<file path="src/rtl/alu_op_decoder.sv">
// Registered RV32 ALU-operation decoder: combinational decode into one pipeline register.
// Optional illegal-encoding detection is enabled with macro ALU_OP_DECODER_ILLEGAL_CHECK_EN.
module alu_op_decoder #(
  parameter int NB_INSTR = 32
) (
  input  logic                i_clk,
  input  logic                i_rst_n,
  input  logic [NB_INSTR-1:0] i_instr,
  input  logic                i_valid,
  input  logic                i_stall,
  input  logic                i_flush,
  output logic [3:0]          o_alu_op,
  output logic                o_alu_src_imm,
  output logic                o_valid,
  output logic                o_illegal
);

  typedef enum logic [3:0] {
    OP_ADD  = 4'b0000,
    OP_SUB  = 4'b0001,
    OP_SLL  = 4'b0010,
    OP_SLT  = 4'b0011,
    OP_SLTU = 4'b0100,
    OP_XOR  = 4'b0101,
    OP_SRL  = 4'b0110,
    OP_SRA  = 4'b0111,
    OP_OR   = 4'b1000,
    OP_AND  = 4'b1001
  } alu_op_e;

  localparam logic [6:0] OPC_RTYPE  = 7'b0110011;
  localparam logic [6:0] OPC_ITYPE  = 7'b0010011;
  localparam logic [6:0] OPC_LOAD   = 7'b0000011;
  localparam logic [6:0] OPC_STORE  = 7'b0100011;
  localparam logic [6:0] OPC_JALR   = 7'b1100111;
  localparam logic [6:0] OPC_AUIPC  = 7'b0010111;
  localparam logic [6:0] OPC_LUI    = 7'b0110111;
  localparam logic [6:0] OPC_JAL    = 7'b1101111;
  localparam logic [6:0] OPC_BRANCH = 7'b1100011;

  logic [6:0] opcode;
  logic [2:0] funct3;
  logic [6:0] funct7;
  logic       f7_alt;
  logic       unused_instr_bits;

  assign opcode = i_instr[6:0];
  assign funct3 = i_instr[14:12];
  assign funct7 = i_instr[31:25];
  assign f7_alt = (funct7 == 7'b0100000);
  // Register and immediate fields do not affect the ALU operation.
  assign unused_instr_bits = ^{i_instr[24:15], i_instr[11:7]};

  alu_op_e dec_op;
  logic    dec_imm;

  alu_op_e op_d, op_q;
  logic    imm_d, imm_q;
  logic    valid_d, valid_q;

`ifdef ALU_OP_DECODER_ILLEGAL_CHECK_EN
  logic dec_ill;
  logic illegal_d, illegal_q;
`endif

  always_comb begin
    dec_op  = OP_ADD;
    dec_imm = 1'b0;
`ifdef ALU_OP_DECODER_ILLEGAL_CHECK_EN
    dec_ill = 1'b0;
`endif
    case (opcode)
      OPC_RTYPE, OPC_ITYPE: begin
        dec_imm = (opcode == OPC_ITYPE);
        case (funct3)
          3'b000:  dec_op = (f7_alt && opcode == OPC_RTYPE) ? OP_SUB : OP_ADD;
          3'b001:  dec_op = OP_SLL;
          3'b010:  dec_op = OP_SLT;
          3'b011:  dec_op = OP_SLTU;
          3'b100:  dec_op = OP_XOR;
          3'b101:  dec_op = f7_alt ? OP_SRA : OP_SRL;
          3'b110:  dec_op = OP_OR;
          default: dec_op = OP_AND;
        endcase
`ifdef ALU_OP_DECODER_ILLEGAL_CHECK_EN
        if (opcode == OPC_RTYPE)
          dec_ill = (funct7 != '0) && !(f7_alt && (funct3 == 3'b000 || funct3 == 3'b101));
        else
          dec_ill = ((funct3 == 3'b001) && (funct7 != '0)) ||
                    ((funct3 == 3'b101) && (funct7 != '0) && !f7_alt);
`endif
      end
      OPC_LOAD, OPC_STORE, OPC_JALR, OPC_AUIPC, OPC_LUI, OPC_JAL: dec_imm = 1'b1;
      OPC_BRANCH: begin
        case (funct3)
          3'b000, 3'b001: dec_op = OP_SUB;
          3'b100, 3'b101: dec_op = OP_SLT;
          3'b110, 3'b111: dec_op = OP_SLTU;
          default: begin
`ifdef ALU_OP_DECODER_ILLEGAL_CHECK_EN
            dec_ill = 1'b1;
`endif
          end
        endcase
      end
      default: begin
`ifdef ALU_OP_DECODER_ILLEGAL_CHECK_EN
        dec_ill = 1'b1;
`endif
      end
    endcase
`ifdef ALU_OP_DECODER_ILLEGAL_CHECK_EN
    if (dec_ill) dec_op = OP_ADD;
`endif
  end

  // Flush beats stall; an idle (i_valid=0) load registers the same bubble as a flush.
  always_comb begin
    op_d    = op_q;
    imm_d   = imm_q;
    valid_d = valid_q;
`ifdef ALU_OP_DECODER_ILLEGAL_CHECK_EN
    illegal_d = illegal_q;
`endif
    if (i_flush || (!i_stall && !i_valid)) begin
      op_d    = OP_ADD;
      imm_d   = 1'b0;
      valid_d = 1'b0;
`ifdef ALU_OP_DECODER_ILLEGAL_CHECK_EN
      illegal_d = 1'b0;
`endif
    end else if (!i_stall) begin
      op_d    = dec_op;
      imm_d   = dec_imm;
      valid_d = 1'b1;
`ifdef ALU_OP_DECODER_ILLEGAL_CHECK_EN
      illegal_d = dec_ill;
`endif
    end
  end

  always_ff @(posedge i_clk or negedge i_rst_n) begin
    if (!i_rst_n) begin
      op_q    <= OP_ADD;
      imm_q   <= 1'b0;
      valid_q <= 1'b0;
    end else begin
      op_q    <= op_d;
      imm_q   <= imm_d;
      valid_q <= valid_d;
    end
  end

`ifdef ALU_OP_DECODER_ILLEGAL_CHECK_EN
  always_ff @(posedge i_clk or negedge i_rst_n) begin
    if (!i_rst_n) illegal_q <= 1'b0;
    else          illegal_q <= illegal_d;
  end
  assign o_illegal = illegal_q;
`else
  assign o_illegal = 1'b0;
`endif

  assign o_alu_op      = op_q;
  assign o_alu_src_imm = imm_q;
  assign o_valid       = valid_q;

endmodule

</file>
<file path="config.mk">
export PLATFORM = sky130hd
export DESIGN_NAME = alu_op_decoder
export DESIGN_NICKNAME = d
export VERILOG_FILES = /design/src/rtl/alu_op_decoder.sv
export SDC_FILE = /design/constraint.sdc
export NUM_CORES = 1
export LEC_CHECK = 0
export BUFFER_PORTS_ARGS = -buffer_cell sky130_fd_sc_hd__clkbuf_2
export CORE_AREA = 4 4 41 43
export DETAILED_ROUTE_END_ITERATION = 8
export DIE_AREA = 0 0 45 47
export PLACE_DENSITY_LB_ADDON = 0.12
export SYNTH_ARGS = -nofsm -noshare
export SYNTH_HDL_FRONTEND = slang
export SYNTH_SLANG_ARGS = --single-unit
</file>
<file path="constraint.sdc">
create_clock -name i_clk -period 0.8 [get_ports i_clk]
set_input_delay 0.04 -clock i_clk [delete_from_list [all_inputs] [get_ports i_clk]]
set_output_delay 0.04 -clock i_clk [all_outputs]
set_load 0.01 [all_outputs]
</file>
==> run summary <==
The run finished, with violations left. The checks that failed: setup timing. The synthesized netlist devotes 0% of its cell area to XOR and XNOR gates. The share of layout cells above drive strength 1 came out at 54.4%. The post-detailed-route via-to-cell ratio is 4.68. The biggest cell delay along the critical path is 0.37 ns. The worst setup path is launched from a primary input. The number of top-level pins is 44.

The number of global-route vias before repair is 477. The number of violations of the max-capacitance limit came out at 0. The number of antenna violations at the first check in global routing came to 0.

The worst path buffer plus inverter count is 1. The most used standard cell by instance count after synthesis is nand2_1. The synthesized netlist devotes 25.2% of its cell area to compound gates. TritonCTS built the clock tree. Counting every net in the synthesized netlist gives 84. The post-synthesis sequential area ratio came out at 36.8%. The post-detailed-route wirelength per cell is 10.1 um.

Of the available clock period, the critical path in the final layout requires 122%. The overall routing resource usage is between 10% and 20%. The post-synthesis share of cell area spent on full adders, half adders and majority gates is 0%. The number of I/O port buffers came out at 27. The largest driver fanout on the critical path is 4. The critical path's most frequent cell is or3_4. Among all flip-flop cells after synthesis, the most frequent one is dfrtp_1. The later pin in the worst-skew pair is clocked with a latency of 0.24 ns. The effective utilization at floorplan is between 30% and 40%. The maximum ir drop on the vdd rail is 0.332 mV. The number of nets still failing antenna checks after routing is 0.

The worst setup path is captured at a flop. After synthesis the netlist holds a flip-flop and latch count of 6. Sorting the synthesized cells by how often they occur yields nand2_1 (9), dfrtp_1 (6), o21ai_0 (5). The endpoint required time on the critical path is 0.95 ns. The final layout contains between 100 and 150 nets. Of the post-synthesis cell area, the dominant cell type holds between 30% and 40%. The number of rows in the core area is 13. The width of the die is about 45 um.

The level count of the clock H-tree is 1. The number of distinct library cells after synthesis came out at 25. In this run, the number of DRC markers left after iteration 0 of detailed routing was 3.

The Yosys step of the flow raised 0 warnings. Entering global routing, the biggest net connects 7 pins. Grouping stages by cell kind, the critical path spends the most delay in simple AND/OR/NAND/NOR gates. The count of final max-slew check failures is 0.

The post-detailed-route DRC marker count is 0. The clock transition at the registers of the reported paths came out at 0.04 ns. The maximum frequency from static timing analysis came out at 1.02 GHz. The first TritonRoute pass finished after 4 iterations. The number of filler instances in the final layout is roughly 140.

The utilization after layout came out at 53.8%. The worst setup margin is -0.179 ns. The post-synthesis mux area share is 2.45%. The fraction of power consumed by the clock network came out at 34.8%. Ranked by total cell area, the synthesized netlist is headed by dfrtp_1 (37%), nand2_1 (8.3%), o21ai_0 (6.1%). By startpoint and endpoint, the worst setup path is classified as in -> reg.

The floorplan core area is between 0.001 and 0.0015 sq mm. In this run the power spent charging and discharging nets is about 180 uW. The setup skew after layout is 0 ns. The die outline area came out at 0.00212 sq mm. The number of endpoints failing setup at the final stage is 4. The number of sinks handled by clock tree synthesis came out at 6. The routed wire length came out at 1.06 mm.

The clock period minus final worst setup slack came out at about 0.98 ns. The post-route cell area is 701 sq um. The sequential share of power came out at between 40% and 50%. The switching portion of total power is 23.2%.

The largest individual stage delay along the critical path comes from the cell or3_4. The summed instance area of the synthesized netlist is 408 sq um. dfrtp_1 takes more of the synthesized area than any other cell.

The first-pass GRT wire length came out at ~1.9 mm. Setup repair after global routing could not meet its margin everywhere. 0 antenna diodes ended up in the layout. The clock root buffer is clkbuf_4. Compared with the post-synthesis result, the final layout area differs by 71.8%. Routability-driven placement finished with a final weighted congestion of about 0.85. The die is 47 um tall. The min-delay analysis places its worst path in the category in -> reg. The share of power burned in combinational logic is 24.7%. The routed layout has 491 vias. Synthesis produced a netlist whose cell count is 47.

The area of placed instances is 629 sq um. The arrival time at the worst endpoint is 1.13 ns. The minimum setup slack after placement came out at -0.500 ns. The overall overflow remaining after global route came out at 0. The internal power consumption is 587 uW. Yosys mapped a number of flops with a built-in enable equal to 0. The total count of hold-check failures in the final report is 0. Of the total synthesized cell area, the portion taken by AND, OR, NAND and NOR gates is 31.9%. Power spread over the standard cell area amounts to 1090 mW/mm^2. The placed wire-length estimate after detailed placement came out at 909 um.

The total CTS buffers came out at 3. The combinational family with the most area after synthesis is simple AND/OR/NAND/NOR gates. The fraction of registers with async set/reset came out at 100%. Counting along the longest clock path gives a buffer depth of 2. The signal on the critical path passes through buf_6, nand2b_4, or3_4, or3_4, o31ai_2. The average footprint of a synthesized cell is 8.68 sq um. The overall power of the completed layout is roughly 770 uW. The cell leakage power came out at between 0.0003 and 0.0004 uW.
stage by stage:
step	cells	hold slack (ns)	setup TNS, ns
global route	105	0.0500	-0.781
CTS	102	0.0414	-0.796
floorplan	47	-0.256	-1.16
detailed placement	98	-0.128	-1.95
global placement	98	-0.128	-1.90
finish	105	0.0362	-0.561
registers in the layout, summed over array words and instances, names as in the netlist:
register       cells
o_valid            1
o_alu_op           4
o_alu_src_imm      1
final timing paths:
| check | startpoint | end | slack, ns | cells after the start |
|---|---|---|---|---|
| worst min-delay path | i_stall | o_valid$_DFFE_PN0P_ | 0.04 | 3 |
| worst min register to register | o_alu_op[1]$_DFFE_PN0P_ | o_alu_op[1]$_DFFE_PN0P_ | 0.47 | 2 |
| worst max register to register | o_alu_op[0]$_DFFE_PN0P_ | o_alu_op[0]$_DFFE_PN0P_ | 0.08 | 3 |
| worst max-delay path | i_stall | o_alu_op[3]$_DFFE_PN0P_ | -0.18 | 5 |
| max in group asynchronous | i_rst_n | o_alu_op[0]$_DFFE_PN0P_ | 0.49 | 2 |
| min in group asynchronous | i_rst_n | o_alu_op[2]$_DFFE_PN0P_ | 0.16 | 2 |
power by group through the flow:
stage               clock [uW]  sequential, uW  combinational [uW]
CTS                        278             310                 183
detailed placement           0             314                 177
floorplan                    0             316                58.9
global route               284             310                 213
finish                     266             310                 189
global placement             0             314                 176
cell usage in the layout, fill, tap and decap left out, types with 2 or more instances in the layout:
master | synthesis | routed
a21oi_1 | 4 | 4
buf_4 | 1 | 13
clkbuf_2 | 0 | 26
clkbuf_4 | 0 | 3
dfrtp_1 | 6 | 6
nand2_1 | 9 | 9
nor2b_1 | 3 | 3
o21ai_0 | 5 | 3
or3_4 | 1 | 2
cell type report:
type | count | area, sq um | area share (%)
flip-flops and latches | 6 | 150 | 21.4
repair buffers | 41 | 249 | 35.5
multi-input cells | 39 | 256 | 36.6
well taps | 15 | 18.8 | 2.68
inverters | 1 | 3.75 | 0.536
clock buffers | 3 | 22.5 | 3.21
metal layers:
metal | share of wire [%] | global-route usage [%] | wire (um)
met1 | 42 | 15.5 | 449
met2 | 46 | 18.6 | 488
met3 | 8.6 | 0.383 | 91
met4 | 2.6 | 12.3 | 27
met5 | 0 | 0 | 0
worst reg2reg max path, stage by stage, from the launching register on:
cell	delay [ns]
dfrtp_1	0.37
buf_4	0.13
nand2_1	0.04
o21ai_0	0.06
kinds of logic after synthesis:
| kind of cell | count (synthesis) |
|---|---|
| and+or+nand+nor | 22 |
| AOI/OAI and AO/OA | 15 |
| DFF | 6 |
| buffers and inverters | 2 |
| muxes | 1 |
| other | 1 |
timing repair:
action,CTS,global route
cloned,0,0
setup buffers,0,3
hold buffers,1,0
pin swaps,3,2
hold endpoints to repair,6,0
endpoints found under the setup margin,4,7
gates resized for setup,1,5
No activity file was read; power rests on OpenSTA's default activity.
